===== config.mk =====
export PLATFORM = sky130hd
export DESIGN_NAME = pipe_hazard_unit
export DESIGN_NICKNAME = d
export VERILOG_FILES = /design/src/rtl/pipe_hazard_unit_pkg.sv /design/src/rtl/pipe_hazard_unit_sat_counter.sv /design/src/rtl/pipe_hazard_unit.sv
export SDC_FILE = /design/constraint.sdc
export NUM_CORES = 1
export LEC_CHECK = 0
export CAP_MARGIN = 25
export CORE_ASPECT_RATIO = 0.7
export CORE_MARGIN = 5
export CORE_UTILIZATION = 40
export CTS_BUF_LIST = sky130_fd_sc_hd__clkbuf_4
export CTS_CLUSTER_DIAMETER = 30
export CTS_CLUSTER_SIZE = 24
export DETAILED_ROUTE_END_ITERATION = 10
export PLACE_DENSITY = 0.73
export SLEW_MARGIN = 15
export SYNTH_ARGS = -nofsm -noshare
export SYNTH_HDL_FRONTEND = slang
export SYNTH_SLANG_ARGS = --single-unit

===== constraint.sdc =====
create_clock -name clk -period 2.99 [get_ports clk]
set_input_delay 0.299 -clock clk [delete_from_list [all_inputs] [get_ports clk]]
set_output_delay 0.299 -clock clk [all_outputs]
set_load 0.05 [all_outputs]

===== src/rtl/pipe_hazard_unit_pkg.sv =====
// ----------------------------------------------------------------------------
// pipe_pkg
// Shared types and constants for the pipeline hazard / forwarding controller.
//   fwd_sel_t      : Execute-stage operand source select encoding
//   REG_PC         : architectural index of the program counter (R15)
//   CNT_W_DEFAULT  : default width of the performance counters
//   fwd_select()   : forwarding select for one Execute source operand
// ----------------------------------------------------------------------------
package pipe_pkg;

   typedef enum logic [1:0] {
      FWD_RF  = 2'b00,   // register file value
      FWD_WB  = 2'b01,   // Writeback result
      FWD_MEM = 2'b10    // Memory-stage ALU result
   } fwd_sel_t;

   localparam logic [3:0] REG_PC        = 4'd15;
   localparam int         CNT_W_DEFAULT = 16;

   // Memory wins over Writeback because it holds the younger write.
   // The PC is never forwarded: reads of R15 see the PC-relative value
   // supplied by the datapath, not a pending register write.
   function automatic fwd_sel_t fwd_select(
      input logic [3:0] ra_e,
      input logic [3:0] wa_m,
      input logic       we_m,
      input logic [3:0] wa_w,
      input logic       we_w
   );
      fwd_sel_t sel;
      if (we_m && (ra_e == wa_m) && (ra_e != REG_PC)) begin
         sel = FWD_MEM;
      end else if (we_w && (ra_e == wa_w) && (ra_e != REG_PC)) begin
         sel = FWD_WB;
      end else begin
         sel = FWD_RF;
      end
      return sel;
   endfunction

endpackage


===== src/rtl/pipe_hazard_unit_sat_counter.sv =====
// ----------------------------------------------------------------------------
// sat_counter
// Up-counter that sticks at all-ones instead of wrapping.
//   clk   in  : rising-edge clock
//   rst   in  : synchronous active-high clear
//   inc   in  : add one this cycle (ignored once saturated)
//   count out : current count (registered)
// ----------------------------------------------------------------------------
module sat_counter #(
   parameter int W = 16
) (
   input  logic         clk,
   input  logic         rst,
   input  logic         inc,
   output logic [W-1:0] count
);

   localparam logic [W-1:0] CNT_ZERO = {W{1'b0}};
   localparam logic [W-1:0] CNT_MAX  = {W{1'b1}};
   localparam logic [W-1:0] CNT_ONE  = {{(W-1){1'b0}}, 1'b1};

   logic [W-1:0] r_count;

   // Count register: clear on reset, step on inc until saturated.
   always_ff @(posedge clk) begin
      if (rst) begin
         r_count <= CNT_ZERO;
      end else if (inc && (r_count != CNT_MAX)) begin
         r_count <= r_count + CNT_ONE;
      end else begin
         r_count <= r_count;
      end
   end

   assign count = r_count;

endmodule


===== src/rtl/pipe_hazard_unit.sv =====
// ----------------------------------------------------------------------------
// pipe_hazard_unit
// Hazard and forwarding controller for a 5-stage pipeline. Keeps a shadow
// copy of the register-write control travelling D->E->M->W and derives the
// stall, flush and Execute forwarding selects combinationally from it.
//   clk, rst             : clock, synchronous active-high reset
//   RA1D, RA2D, WA3D     : Decode sources / destination
//   RegWriteD, MemtoRegD : Decode writes register file / is a load
//   CondExE              : Execute instruction's condition passed
//   BranchTakenE         : Execute instruction redirects the PC
//   StallF, StallD       : hold PC / Fetch->Decode register
//   FlushD, FlushE       : clear Fetch->Decode / Decode->Execute register
//   ForwardAE, ForwardBE : Execute operand source selects (see pipe_pkg)
//   stall_cnt, flush_cnt : saturating load-use stall / branch flush cycles
// ----------------------------------------------------------------------------
module pipe_hazard_unit
   import pipe_pkg::*;
#(
   parameter int CNT_W = CNT_W_DEFAULT
) (
   input  logic             clk,
   input  logic             rst,
   input  logic [3:0]       RA1D,
   input  logic [3:0]       RA2D,
   input  logic [3:0]       WA3D,
   input  logic             RegWriteD,
   input  logic             MemtoRegD,
   input  logic             CondExE,
   input  logic             BranchTakenE,
   output logic             StallF,
   output logic             StallD,
   output logic             FlushD,
   output logic             FlushE,
   output logic [1:0]       ForwardAE,
   output logic [1:0]       ForwardBE,
   output logic [CNT_W-1:0] stall_cnt,
   output logic [CNT_W-1:0] flush_cnt
);

   // Shadow pipeline state
   logic [3:0] r_ra1_e;
   logic [3:0] r_ra2_e;
   logic [3:0] r_wa3_e;
   logic       r_regwrite_e;
   logic       r_memtoreg_e;
   logic [3:0] r_wa3_m;
   logic       r_regwrite_m;
   logic [3:0] r_wa3_w;
   logic       r_regwrite_w;

   logic       w_ldr_stall;
   logic       w_flush_e;
   fwd_sel_t   w_fwd_a;
   fwd_sel_t   w_fwd_b;
   logic [CNT_W-1:0] w_stall_cnt;
   logic [CNT_W-1:0] w_flush_cnt;

   // Hazard detection and forwarding selects from shadow state and D/E inputs.
   always_comb begin
      w_ldr_stall = 1'b0;
      w_flush_e   = 1'b0;
      w_fwd_a     = FWD_RF;
      w_fwd_b     = FWD_RF;
      if (rst) begin
         w_ldr_stall = 1'b0;
         w_flush_e   = 1'b0;
         w_fwd_a     = FWD_RF;
         w_fwd_b     = FWD_RF;
      end else begin
         // A taken branch squashes the Decode instruction, so its
         // load-use dependency is irrelevant and must not stall.
         w_ldr_stall = r_memtoreg_e & r_regwrite_e &
                       ((RA1D == r_wa3_e) | (RA2D == r_wa3_e)) &
                       ~BranchTakenE;
         w_flush_e   = w_ldr_stall | BranchTakenE;
         w_fwd_a     = fwd_select(r_ra1_e, r_wa3_m, r_regwrite_m,
                                  r_wa3_w, r_regwrite_w);
         w_fwd_b     = fwd_select(r_ra2_e, r_wa3_m, r_regwrite_m,
                                  r_wa3_w, r_regwrite_w);
      end
   end

   // E-stage shadow: bubble on reset or flush, otherwise capture Decode.
   always_ff @(posedge clk) begin
      if (rst || w_flush_e) begin
         r_ra1_e      <= 4'd0;
         r_ra2_e      <= 4'd0;
         r_wa3_e      <= 4'd0;
         r_regwrite_e <= 1'b0;
         r_memtoreg_e <= 1'b0;
      end else begin
         r_ra1_e      <= RA1D;
         r_ra2_e      <= RA2D;
         r_wa3_e      <= WA3D;
         r_regwrite_e <= RegWriteD;
         r_memtoreg_e <= MemtoRegD;
      end
   end

   // M/W-stage shadow; a failed condition drops the write so it is never forwarded.
   always_ff @(posedge clk) begin
      if (rst) begin
         r_wa3_m      <= 4'd0;
         r_regwrite_m <= 1'b0;
         r_wa3_w      <= 4'd0;
         r_regwrite_w <= 1'b0;
      end else begin
         r_wa3_m      <= r_wa3_e;
         r_regwrite_m <= r_regwrite_e & CondExE;
         r_wa3_w      <= r_wa3_m;
         r_regwrite_w <= r_regwrite_m;
      end
   end

   sat_counter #(.W(CNT_W)) u_stall_cnt (
      .clk   (clk),
      .rst   (rst),
      .inc   (w_ldr_stall),
      .count (w_stall_cnt)
   );

   sat_counter #(.W(CNT_W)) u_flush_cnt (
      .clk   (clk),
      .rst   (rst),
      .inc   (BranchTakenE),
      .count (w_flush_cnt)
   );

   // Output drive; everything reads zero while reset is asserted.
   always_comb begin
      StallF    = 1'b0;
      StallD    = 1'b0;
      FlushD    = 1'b0;
      FlushE    = 1'b0;
      ForwardAE = 2'b00;
      ForwardBE = 2'b00;
      stall_cnt = {CNT_W{1'b0}};
      flush_cnt = {CNT_W{1'b0}};
      if (rst) begin
         StallF    = 1'b0;
         StallD    = 1'b0;
         FlushD    = 1'b0;
         FlushE    = 1'b0;
         ForwardAE = 2'b00;
         ForwardBE = 2'b00;
         stall_cnt = {CNT_W{1'b0}};
         flush_cnt = {CNT_W{1'b0}};
      end else begin
         StallF    = w_ldr_stall;
         StallD    = w_ldr_stall;
         FlushD    = BranchTakenE;
         FlushE    = w_flush_e;
         ForwardAE = w_fwd_a;
         ForwardBE = w_fwd_b;
         stall_cnt = w_stall_cnt;
         flush_cnt = w_flush_cnt;
      end
   end

endmodule


After elaboration in Yosys (flattened, before gate mapping)
Cells that the tools add are included.
Widths: inputs -> output; s select.
{"block": "totals", "mem_bits_rw": 0, "elab_cells": 54, "reg_bits": 56, "memories": 0, "out_inout_bits": 40, "mem_bits_ro": 0, "in_bits": 18, "latch_bits": 0}
{"block": "classes", "muxes": 13, "n_mul": 0, "shift": 0, "n_addsub": 2, "bitwise_logic": 7, "div_mod_pow": 0, "n_reduce_logical": 11, "n_eq_ne": 10, "magnitude_cmp": 0}
{"cell": "$add 16x1->16 const B", "count": 2}
{"cell": "$mux 16", "count": 2}
{"cell": "$ne 16x16->1 const B", "count": 2}
{"cell": "$eq 4x4->1", "count": 6}
{"cell": "$logic_and 1x1->1", "count": 10}
{"cell": "$mux 2", "count": 4}
{"cell": "$ne 4x4->1 const B", "count": 2}
{"cell": "$mux 1", "count": 7}
{"cell": "$and 1x1->1", "count": 4}
{"cell": "$or 1x1->1", "count": 2}
{"cell": "$logic_or 1x1->1", "count": 1}
{"cell": "$not 1->1", "count": 1}

Depth between registers and ports, before layout
Gate-level depths: netlist of the first run.
{"block": "depth", "word_depth": 7, "ltp_mapped": 6, "depth_no_buf": 6}

Modules after synthesis
From an unflattened synthesis of the first run, not the netlist that was laid out.
{"block": "unflattened", "cells_unflattened": 338, "area_unflattened_um2": 2936.6}
{"mod": "sat_counter", "area_each_um2": 848.3, "cells_per_inst": 99, "seq_area_each_um2": 320.3, "instances": 2}
{"mod": "pipe_hazard_unit", "area_each_um2": 1239.9, "cells_per_inst": 140, "seq_area_each_um2": 480.5, "instances": 1}

Least setup slack after synthesis of the first run
No wires, ideal clock.
{"block": "synth_path", "path_kind": "register to output", "from": "register r_wa3_e[1]", "to": "output port StallF", "n_path_buf": 2, "required_time_ns": 2.691, "arrival_ns": 1.736, "slack_ns": 0.955, "path_stages_with_launch": 7, "path_cell_list": "dfxtp_1 > xnor2_1 > nand4_1 > a211o_1 > clkbuf_1 > inv_1 > buf_4"}
{"block": "synth_between", "elab_chain_cells": 6, "word_cells_on_any_way": 7, "cone_classes": "eq/ne: 2; mux: 2; bitwise: 3"}
{"item": "start: declaration", "line_no": "pipe_hazard_unit.sv:43", "rtl": "logic [3:0] r_wa3_e;"}
{"item": "start signal: assignment", "line_no": "pipe_hazard_unit.sv:88", "rtl": "r_wa3_e <= 4'd0;"}
{"item": "start signal: assignment", "line_no": "pipe_hazard_unit.sv:94", "rtl": "r_wa3_e <= WA3D;"}
{"item": "$eq 4x4->1", "line_no": "pipe_hazard_unit.sv:73", "rtl": "((RA1D == r_wa3_e) | (RA2D == r_wa3_e)) &"}
{"item": "$or 1x1->1 (*)", "line_no": "pipe_hazard_unit.sv:73"}
{"item": "$and 1x1->1 (*)", "line_no": "pipe_hazard_unit.sv:72", "rtl": "w_ldr_stall = r_memtoreg_e & r_regwrite_e &"}
{"item": "$and 1x1->1 (*)", "line_no": "pipe_hazard_unit.sv:73"}
{"item": "$mux 1 (*)", "line_no": "pipe_hazard_unit.sv:64", "rtl": "if (rst) begin"}
{"item": "$mux 1 (*)"}
{"item": "end: declaration", "line_no": "pipe_hazard_unit.sv:30", "rtl": "output logic StallF,"}
Every way passes the cells marked *; elsewhere a longest branch is shown, timed or not.

Final worst setup path of the first run
{"block": "layout_path", "from": "register r_ra2_e[2]", "to": "output port ForwardBE[0]"}
{"block": "layout_between", "elab_chain_cells": 6, "word_cells_on_any_way": 10, "cone_classes": "eq/ne: 3; mux: 3; reduce/logical: 4"}
{"item": "start: declaration", "line_no": "pipe_hazard_unit.sv:42", "rtl": "logic [3:0] r_ra2_e;"}
{"item": "start signal: assignment", "line_no": "pipe_hazard_unit.sv:87", "rtl": "r_ra2_e <= 4'd0;"}
{"item": "start signal: assignment", "line_no": "pipe_hazard_unit.sv:93", "rtl": "r_ra2_e <= RA2D;"}
{"item": "$eq 4x4->1", "line_no": "pipe_hazard_unit_pkg.sv:33", "rtl": "end else if (we_w && (ra_e == wa_w) && (ra_e != REG_PC)) begin"}
{"item": "$logic_and 1x1->1 (2 in series)", "line_no": "pipe_hazard_unit_pkg.sv:33"}
{"item": "$mux 1", "line_no": "pipe_hazard_unit_pkg.sv:33"}
{"item": "$mux 2 (*)", "line_no": "pipe_hazard_unit_pkg.sv:31", "rtl": "if (we_m && (ra_e == wa_m) && (ra_e != REG_PC)) begin"}
{"item": "$mux 2 (*)", "line_no": "pipe_hazard_unit.sv:139", "rtl": "if (rst) begin"}
{"item": "end: declaration", "line_no": "pipe_hazard_unit.sv:35", "rtl": "output logic [1:0] ForwardBE,"}
Marked as above.

==> results of run 1 <==
Yosys cell counts:
| cell | count | share of area [%] |
|---|---|---|
| or3_1 | 4 | 0.91 |
| or4b_1 | 1 | 0.36 |
| and3_4 | 1 | 0.41 |
| a211o_1 | 1 | 0.32 |
| or2_2 | 4 | 0.91 |
| buf_1 | 2 | 0.27 |
| and2_1 | 15 | 3.4 |
| xor2_1 | 11 | 3.5 |
| and4_1 | 4 | 1.3 |
| xnor2_1 | 18 | 5.7 |
| a41oi_1 | 1 | 0.32 |
| a311oi_1 | 1 | 0.32 |
| o21ai_0 | 9 | 1.6 |
| nand3b_1 | 1 | 0.27 |
| buf_4 | 1 | 0.27 |
| o21a_1 | 1 | 0.27 |
| and3b_1 | 1 | 0.32 |
| and3_1 | 2 | 0.45 |
| o31ai_1 | 2 | 0.54 |
| dfxtp_1 | 56 | 41 |
| mux2_4 | 1 | 0.54 |
| mux2_2 | 11 | 4.5 |
| nor3_1 | 7 | 1.3 |
| nor2b_1 | 40 | 9.1 |
| a21oi_1 | 10 | 1.8 |
| inv_1 | 5 | 0.68 |
| nor2_1 | 34 | 4.6 |
| nand3_1 | 14 | 2.5 |
| a211oi_1 | 7 | 1.9 |
| nand2_1 | 20 | 2.7 |
| a31oi_1 | 3 | 0.68 |
| nand2b_1 | 2 | 0.45 |
| ha_1 | 2 | 0.91 |
| nor3b_2 | 1 | 0.45 |
| clkbuf_1 | 8 | 1.1 |
| a21o_1 | 2 | 0.54 |
| or4_1 | 1 | 0.27 |
| nor4b_1 | 1 | 0.32 |
| nand4_1 | 9 | 2.0 |
| nor4_1 | 6 | 1.4 |
cell type report:
class / instances / share of cell area (%)
Clock buffer: 5 / 1.07
Timing Repair Buffer: 61 / 16.8
Antenna cell: 1 / 0.0714
Sequential cell: 56 / 32.0
Clock inverter: 3 / 1.36
Tap cell: 94 / 3.36
Multi-Input combinational cell: 248 / 44.8
Inverter: 5 / 0.536
worst max-delay path: cells and delay by family, from the launching register on:
family | cells | cell delay (ps)
xor gates and xnor gates | 1 | 160
buffers and inverters | 1 | 810
DFF | 1 | 390
and+or+nand+nor | 2 | 500
per-layer routing:
layer | GRT usage [%] | share of wire, % | wire [um] | vias up
li1 | - | - | - | 1223
met1 | 21.2 | 52 | 3160 | 1053
met2 | 20.6 | 40 | 2430 | 61
met3 | 3.72 | 6.4 | 387 | 8
met4 | 4.23 | 1.1 | 65 | 0
met5 | 0 | 0 | 0 | -
per-stage QoR:
step / area, sq um / worst slack [ps] / instances / power, uW
after global placement: 3420 / 611 / 464 / 897
final: 3500 / 454 / 473 / 1310
after CTS: 3500 / 416 / 472 / 1330
after floorplan: 2760 / 955 / 320 / 852
after global routing: 3500 / 310 / 472 / 1370
after detailed placement: 3420 / 571 / 464 / 900
state kept, by name, indices dropped and copies added, names as in the netlist:
| signal | flops |
|---|---|
| u_stall_cnt.count | 16 |
| r_ra2_e | 4 |
| r_memtoreg_e | 1 |
| r_regwrite_m | 1 |
| r_ra1_e | 4 |
| r_wa3_m | 4 |
| r_regwrite_w | 1 |
| r_wa3_w | 4 |
| r_wa3_e | 4 |
| u_flush_cnt.count | 16 |
| r_regwrite_e | 1 |
worst min path at each step:
stage / start / cells past startpoint / endpoint / slack [ps]
after floorplan: r_regwrite_e / 2 / r_regwrite_m / 410
after global placement: r_regwrite_e / 2 / r_regwrite_m / 430
after detailed placement: r_regwrite_e / 2 / r_regwrite_m / 440
after CTS: rst / 5 / u_stall_cnt.count[3] / 380
after global routing: rst / 3 / r_wa3_w[0] / 390
final: rst / 5 / u_stall_cnt.count[3] / 400
logic make-up after synthesis:
logic type | count (synthesis)
AND/OR/NAND/NOR | 168
flip-flops | 56
AO/OA/AOI/OAI | 37
XOR/XNOR | 29
buffers and inverters | 16
multiplexers | 12
adder cells (fa/ha/maj) | 2
power breakdown:
| part | internal [uW] | switching (uW) | leakage [uW] | total, uW |
|---|---|---|---|---|
| logic | 52.5 | 56.7 | 0.000748 | 109 |
| clock network | 179 | 249 | 0.0000454 | 429 |
| registers | 760 | 14.2 | 0.000454 | 774 |
==> key figures, run 1 <==
Status
  • Outcome: complete, no violations

Place
  • Dpl hpwl: 4610 um
  • Gpl congestion: 0.795
  • Port buffer count: 57

Power and ir drop
  • Worst ir drop on vdd: 177 uV
  • PwrDens: 375 nW/um^2
  • Leak Pwr: 0.00125 uW

Global routing
  • Vias in the first global route: 2249
  • Total Routing Usage GR: 14.4%
  • First-pass GRT wire length: 10100 um
  • Largest net degree at the start of global routing: 49
  • Initial antenna violation count: 0
  • GRT overflow: 0

Setup path
  • FF-to-FF setup slack: 890 ps
  • Reg-to-Reg End: u_stall_cnt.count[15]
  • Slowest CP cell: clkdlybuf4s50_1
  • Required time worst endpoint: 2690 ps
  • Critical path fanouts, max: 3
  • Type of the worst setup path: reg -> out
  • End of the critical path: ForwardBE[0]
  • Worst reg2reg path depth: 5
  • Worst R2R Start: u_stall_cnt.count[6]
  • Setup crit start kind: flip-flop
  • Worst Path Arrival: 2240 ps
  • Crit-path max cell delay: 810 ps
  • Crit path launch: r_ra2_e[2]
  • Critical path endpoint category: primary output
  • CP cell instances: xor2_1 > nor4_1 > and3b_1 > clkdlybuf4s50_1

Clock tree
  • Setup Buffers After CTS: 0
  • CTS root buf: clkbuf_4
  • Cts hold-fix bufs: 0
  • Clock-pin slew on the worst setup and hold paths: 160 ps
  • CTS Buf Count: 5
  • Clock Tree Buf Depth: 2
  • Later-pin clock latency in the skew report: 390 ps
  • TritonCTS clock tree: yes
  • H-tree depth: 2
  • CTS Sinks: 56
  • Post-CTS sizing: 0

Timing
  • Hold Violations, Final: 0
  • Final Skew: 8.47 ps
  • Tcrit/Tclk final: 84.8%
  • Unrepaired setup endpoints after global routing: no
  • Max-slew headroom: 56.9%
  • Fin Setup TNS: 0 ps
  • Max Clock Freq: 394 MHz
  • Fin. max-slew vios: 0
  • Worst-Margin Slew: 644 ps
  • Final setup fails: 0
  • Crit path time final: 2540 ps
  • Hold slack: 396 ps

Route
  • Total wire length: 6040 um
  • Residual DRC count: 0
  • 1st-iter DRT viols: 95
  • Vias/cell: 4.96
  • Avg WL per Cell: 12.8 um
  • DRT Pass-1 Iters: 4
  • Via count: 2345
  • Post-route ant nets: 0

Floorplan
  • Initial Util: 41.0%
  • Die X: 109 um
  • Die height: 79.4 um
  • Core Box Area: 6730 sq um
  • Core Rows: 25
  • Die area: 8670 sq um
  • I/O pin total: 58

Cells and area
  • Layout cells sized above 1: 8.99%
  • Filler cell count: 633
  • Most frequent cells in the layout: dfxtp_1 (56), clkdlybuf4s50_1 (53), nor2b_1 (40)
  • Most common cell after layout, fill and taps aside: dfxtp_1
  • Layout net count: 397
  • Multi-input gate area: 1570 sq um
  • Register Area: 1120 sq um
  • Layout Utilization: 52.1%
  • Layout area overhead: 27.2%

Synthesis
  • Compound-Gate Fraction of Synth Area: 8.36%
  • Largest family of logic cells by synthesized area: simple AND/OR/NAND/NOR gates
  • Synth Net Count: 340
  • Post-Synthesis Cells: 320
  • XOR/XNOR share of the synthesized area: 9.22%
  • Post-Synth Adder-Cell Area: 0.908%
  • Synth Area in Simple Gates: 33.5%
  • Avg Cell Area, Syn: 8.61 sq um
  • Sequential share of the synthesized area: 40.7%
  • Multiplexer share of the synthesized area: 5.04%
  • Yosys cell types: 40
  • Synth Cell Area: 2760 sq um
  • Ys Warns: 0
  • #FFs+latches synth: 56

Min path
  • Worst Hold Class: in -> reg

Job
  • Max Cap Viol: 0
(Power assumes the default switching activity.)
==> run 2: changes to the inputs <==
==> constraint.sdc (replaced) <==
create_clock -name clk -period 2.4 [get_ports clk]
set_input_delay 0.24 -clock clk [delete_from_list [all_inputs] [get_ports clk]]
set_output_delay 0.24 -clock clk [all_outputs]
set_load 0.05 [all_outputs]
==> run 2 against run 1 <==
  * Final cell count increased by 0.85%
  * Combinational power is 29% higher
  * Critical path type unchanged
  * Clock power barely moved
  * Clock skew fell by 4.7 ps
  * Die area unchanged
  * Critical path depth up 2
  * Count of clock-buffer cells in the layout did not move
  * Flip-flop and latch count did not move
  * Sequential share of layout area decreased by 0.43 points
  * Global-route usage is 0.60 points higher
  * Critical endpoint is now StallD
==> key figures, run 2 (synthesized netlist as in run 1, its figures left out) <==
Status
  • Outcome: complete, no violations

Route
  • Via count: 2350
  • Total wire length: 6220 um
  • Post-route ant nets: 0
  • Residual DRC count: 0
  • 1st-iter DRT viols: 104
  • Vias/cell: 4.93
  • Routed length on met1: 3120 um
  • Met3 WL: 405 um
  • Max Used Layer: met4
  • DR WL met2: 2640 um
  • Avg WL per Cell: 13.0 um
  • DRT Pass-1 Iters: 5

Setup path
  • Buf/Inv on CP: 3
  • Crit-path max cell delay: 430 ps
  • Required time worst endpoint: 2160 ps
  • CP cell instances: xnor2_1 > nand4_1 > a211o_1 > buf_4 > inv_1 > buf_12
  • Setup crit start kind: flip-flop
  • Slowest CP cell: dfxtp_1
  • Critical path endpoint category: primary output
  • Top Family by Delay on Critical Path: buffers and inverters
  • Critical path fanouts, max: 6
  • Type of the worst setup path: reg -> out
  • Worst Path Arrival: 2000 ps

Cells and area
  • Final std cells w/o fill: 477
  • Most frequent cells in the layout: dfxtp_1 (55), clkdlybuf4s50_1 (42), nor2b_1 (40)
  • Layout cells sized above 1: 13.1%
  • Most common cell after layout, fill and taps aside: dfxtp_1
  • Layout Utilization: 52.9%
  • Layout area overhead: 29.0%
  • Layout net count: 402
  • Antenna Cells: 0
  • Filler cell count: 631

Timing
  • Fin. max-slew vios: 0
  • Worst setup margin: 162 ps
  • Worst-Margin Slew: 644 ps
  • Tcrit/Tclk final: 93.3%
  • Max Clock Freq: 447 MHz
  • Final Skew: 3.82 ps
  • Crit path time final: 2240 ps
  • Max-slew headroom: 56.9%
  • Unrepaired setup endpoints after global routing: no
  • Final setup fails: 0
  • Hold Violations, Final: 0

Place
  • Dpl hpwl: 4880 um
  • Port buffer count: 57
  • Gpl congestion: 0.822
  • Pre-CTS WS: -15.2 ps
  • Placed cells: 467

Clock tree
  • H-tree depth: 2
  • Cts hold-fix bufs: 0
  • Clock Tree Buf Depth: 2
  • CTS root buf: clkbuf_4
  • Clock-pin slew on the worst setup and hold paths: 160 ps
  • Later-pin clock latency in the skew report: 380 ps
  • CTS Buf Count: 5
  • TritonCTS clock tree: yes
  • CTS Sinks: 56

Floorplan
  • Die height: 79.4 um
  • Die area: 8670 sq um
  • Initial Util: 41.0%
  • I/O pin total: 58
  • Core Box Area: 6730 sq um
  • Die X: 109 um
  • Core Rows: 25

Global routing
  • GRT overflow: 0
  • Initial antenna violation count: 0
  • First-pass GRT wire length: 10700 um
  • Vias in the first global route: 2251
  • Total Routing Usage GR: 15.0%
  • Largest net degree at the start of global routing: 31

Power and ir drop
  • Total power: 1530 uW
  • Leak Pwr: 0.00131 uW
  • Worst ir drop on vdd: 212 uV
  • PwrDens: 431 nW/um^2

Min path
  • Worst Hold Class: in -> reg

Job
  • Max Cap Viol: 0
## run 2: stage by stage
| step | TNS [ps] | area (sq um) | hold slack, ps |
|---|---|---|---|
| after global routing | 0 | 3550 | 333 |
| after floorplan | 0 | 2760 | 361 |
| after global placement | 0 | 3480 | 428 |
| after CTS | 0 | 3540 | 322 |
| final | 0 | 3550 | 337 |
| after detailed placement | -15.2 | 3480 | 445 |
## run 2: what timing repair did
action / CTS / global route
gates resized for setup: 0 / 2
setup buffers: 0 / 2
endpoints found under the setup margin: 0 / 4
endpoints found under the hold margin: 0 / 0
## run 2: cell type report
cell class                      instances  area [sq um]  area share [%]
Inverter                                5          18.8           0.528
Clock buffer                            5          37.5            1.06
Tap cell                               94           118            3.31
Clock inverter                          3          22.5           0.634
Timing Repair Buffer                   66           666            18.7
Sequential cell                        56          1120            31.6
Multi-Input combinational cell        248          1570            44.2
## run 2: worst paths after layout
| check | from | endpoint | slack, ps | depth (start not counted) |
|---|---|---|---|---|
| max | r_wa3_e[2] | StallD | 160 | 6 |
| min | rst | u_flush_cnt.count[9] | 340 | 3 |
| min reg2reg | r_regwrite_e | r_regwrite_m | 470 | 2 |
| max reg2reg | u_stall_cnt.count[6] | u_stall_cnt.count[15] | 290 | 5 |
## run 2: per-layer routing
layer / GRT usage (%) / up-vias
met1: 21.7 / 1044
met5: 0 / -
li1: - / 1232
met4: 3.74 / 0
met3: 3.40 / 7
met2: 22.7 / 67
## run 2: report_power, final
group          switching [uW]  internal (uW)
clock                     307            119
sequential               18.2            947
combinational            71.4           69.5
total                     397           1140
## run 2: worst register-to-register path: cells and delay by family (launching register included)
kind	cells	cell delay, ps
and+or+nand+nor	4	1290
DFF	1	440
muxes	1	300
==> variant, RTL diff (settings of run 2) <==
Set the package constant `CNT_W_DEFAULT` to 18 (it was 16).
--- a/src/rtl/pipe_hazard_unit_pkg.sv
+++ b/src/rtl/pipe_hazard_unit_pkg.sv
@@ -15,7 +15,7 @@
    } fwd_sel_t;
 
    localparam logic [3:0] REG_PC        = 4'd15;
-   localparam int         CNT_W_DEFAULT = 16;
+   localparam int         CNT_W_DEFAULT = 18;
 
    // Memory wins over Writeback because it holds the younger write.
    // The PC is never forwarded: reads of R15 see the PC-relative value
Interface: changed (resized flush_cnt and stall_cnt); port bits go from 58 to 62. No check against the original RTL was run, so the function may have changed too.
==> variant against run 2 <==
Die area is 11% higher; critical path depth is 1 lower; sequential cell count is 4 higher; routed wire length is 16% higher; hold slack worse by 16 ps; power is 21% higher; setup slack better by 77 ps; fmax is 3.6% higher; area after synthesis is 12% higher; final area is 11% higher; highest routed layer unchanged.
==> variant: results (changes against run 2) <==
totalWireLength_mm: 7.22  # +16%
r2r-start: "u_stall_cnt.count[0]$_SDFFE_PP0P_"
nets: 435  # +8.2%
ys_warn_count: 0  # unchanged
whs_ps: 321  # -15.5 ps
antenna_found_initial: 0  # unchanged
n_antenna_cell: 0  # unchanged
p_leak_nw: 1.48  # +13%
yosys.area.top_type_share: 0.388  # -0.0192
dr.pass1.iters: 4  # -1
hold_path.startpoint: "rst"
yosysSeqAreaShare: 0.388  # -0.0192
dpl_worst_slack_ps: -65.9  # -50.7 ps
cts_made_buffers: 9  # +4
min_path_type: "input port to flop"
post_drt_wl_per_cell_um: 13.9  # +6.9%
synthTopCellsByArea: "dfxtp_1 39%, nor2b_1 8.7%, mux2_1 5.1%"
grt_pass1_vias: 2497  # +11%
synth_commonest_cells: "60 x dfxtp_1, 43 x nor2b_1, 41 x nor2_1"
synth.net_count: 373  # +9.7%
power_density_mw_per_mm2: 469  # +8.7%
dp.cells: 501  # +7.3%
post-dp-hpwl_mm: 5.43  # +11%
place_area_mm2: 0.00381  # +9.6%
synth_cell_types: 49  # +23%
gp_congestion: 0.857  # +4.3%
tightest_slew_ps: 516  # -128 ps
cts.clk_slew.worst_paths_ps: 110  # -50 ps
fillers: 717  # +14%
cts-root-buf: "clkbuf_4"
slowest_stage: "dlygate4sd2_1"
cts_max_level: 3  # +1
drt_iter0_markers: 97  # -6.7%
startpoint: "r_ra2_e[1]$_SDFF_PP0_"
critPathArrivalTime_ps: 1920  # -80 ps
synthArstFlopShare: 0  # unchanged
portBuffers: 61  # +7.0%
clock_latency_ps: 380  # about the same
grt_pass1_wl_mm: 12.0  # +13%
via_per_inst: 5.14  # +4.3%
synthCells: 353  # +10%
slowest_delay_ps: 530  # +100 ps
cts.path.max_buffers: 2  # unchanged
fin_skew_ps: 14.9  # +11.1 ps
outcome: "finished clean"
drive_above_1_share: 0.0976  # -0.0329
grt_max_degree: 49  # +58%
critPathMaxFanout: 3  # -3
peakVddDrop_uv: 217  # +2.1%
track_usage: 0.153  # +0.00279
## variant: per-layer routing
| metal | track usage | part of all wire | up-vias |
|---|---|---|---|
| met5 | 0 | 0 | - |
| li1 | - | - | 1353 |
| met2 | 0.237 | 0.46 | 61 |
| met4 | 0.0416 | 0.0072 | 0 |
| met3 | 0.0442 | 0.049 | 8 |
| met1 | 0.208 | 0.48 | 1240 |
## variant: path summary, 6_finish.rpt
kind	cells past startpoint	endpoint	slack (ps)
worst max-delay path	5	ForwardBE[1]	240
worst min-delay path	3	u_stall_cnt.count[10]$_SDFFE_PP0P_	320
worst min register to register	2	r_regwrite_m$_SDFF_PP0_	450
worst max register to register	6	u_stall_cnt.count[3]$_SDFFE_PP0P_	290
## variant: repair_timing
action / CTS / global route
setup endpoints to repair: 3 / 3
endpoints found under the hold margin: 0 / 0
buffers inserted: 0 / 0
resized for setup: 2 / 2
hold buffers: 0 / 0
## variant: final cells by class
class,instances,share of cell area
inverter,5,0.00507
multi-input combinational,273,0.456
clock buffer,10,0.0190
sequential,60,0.304
tap,98,0.0311
timing repair buffer,66,0.171
clock inverter,6,0.0139
## variant: critical path, delay by kind of cell, from the launching register on
kind                      cells  cell delay (ps)
DFF                           1              440
buffers and inverters         1              530
xor gates and xnor gates      1              140
AOI/OAI and AO/OA             1              160
and+or+nand+nor               2              270
## variant: power breakdown
part / leakage, nW / total, mW / internal [mW] / switching, mW
sequential: 0.486 / 1.03 / 1.01 / 0.0179
clock: 0.0712 / 0.676 / 0.320 / 0.357
combinational: 0.921 / 0.144 / 0.0709 / 0.0732
## variant: kinds of logic after synthesis
family          share of synthesized area
simple gates                        0.355
flops                               0.388
compound gates                     0.0767
xor+xnor                           0.0905
buf+inv                            0.0315
mux                                0.0509
fa+ha+maj                         0.00808
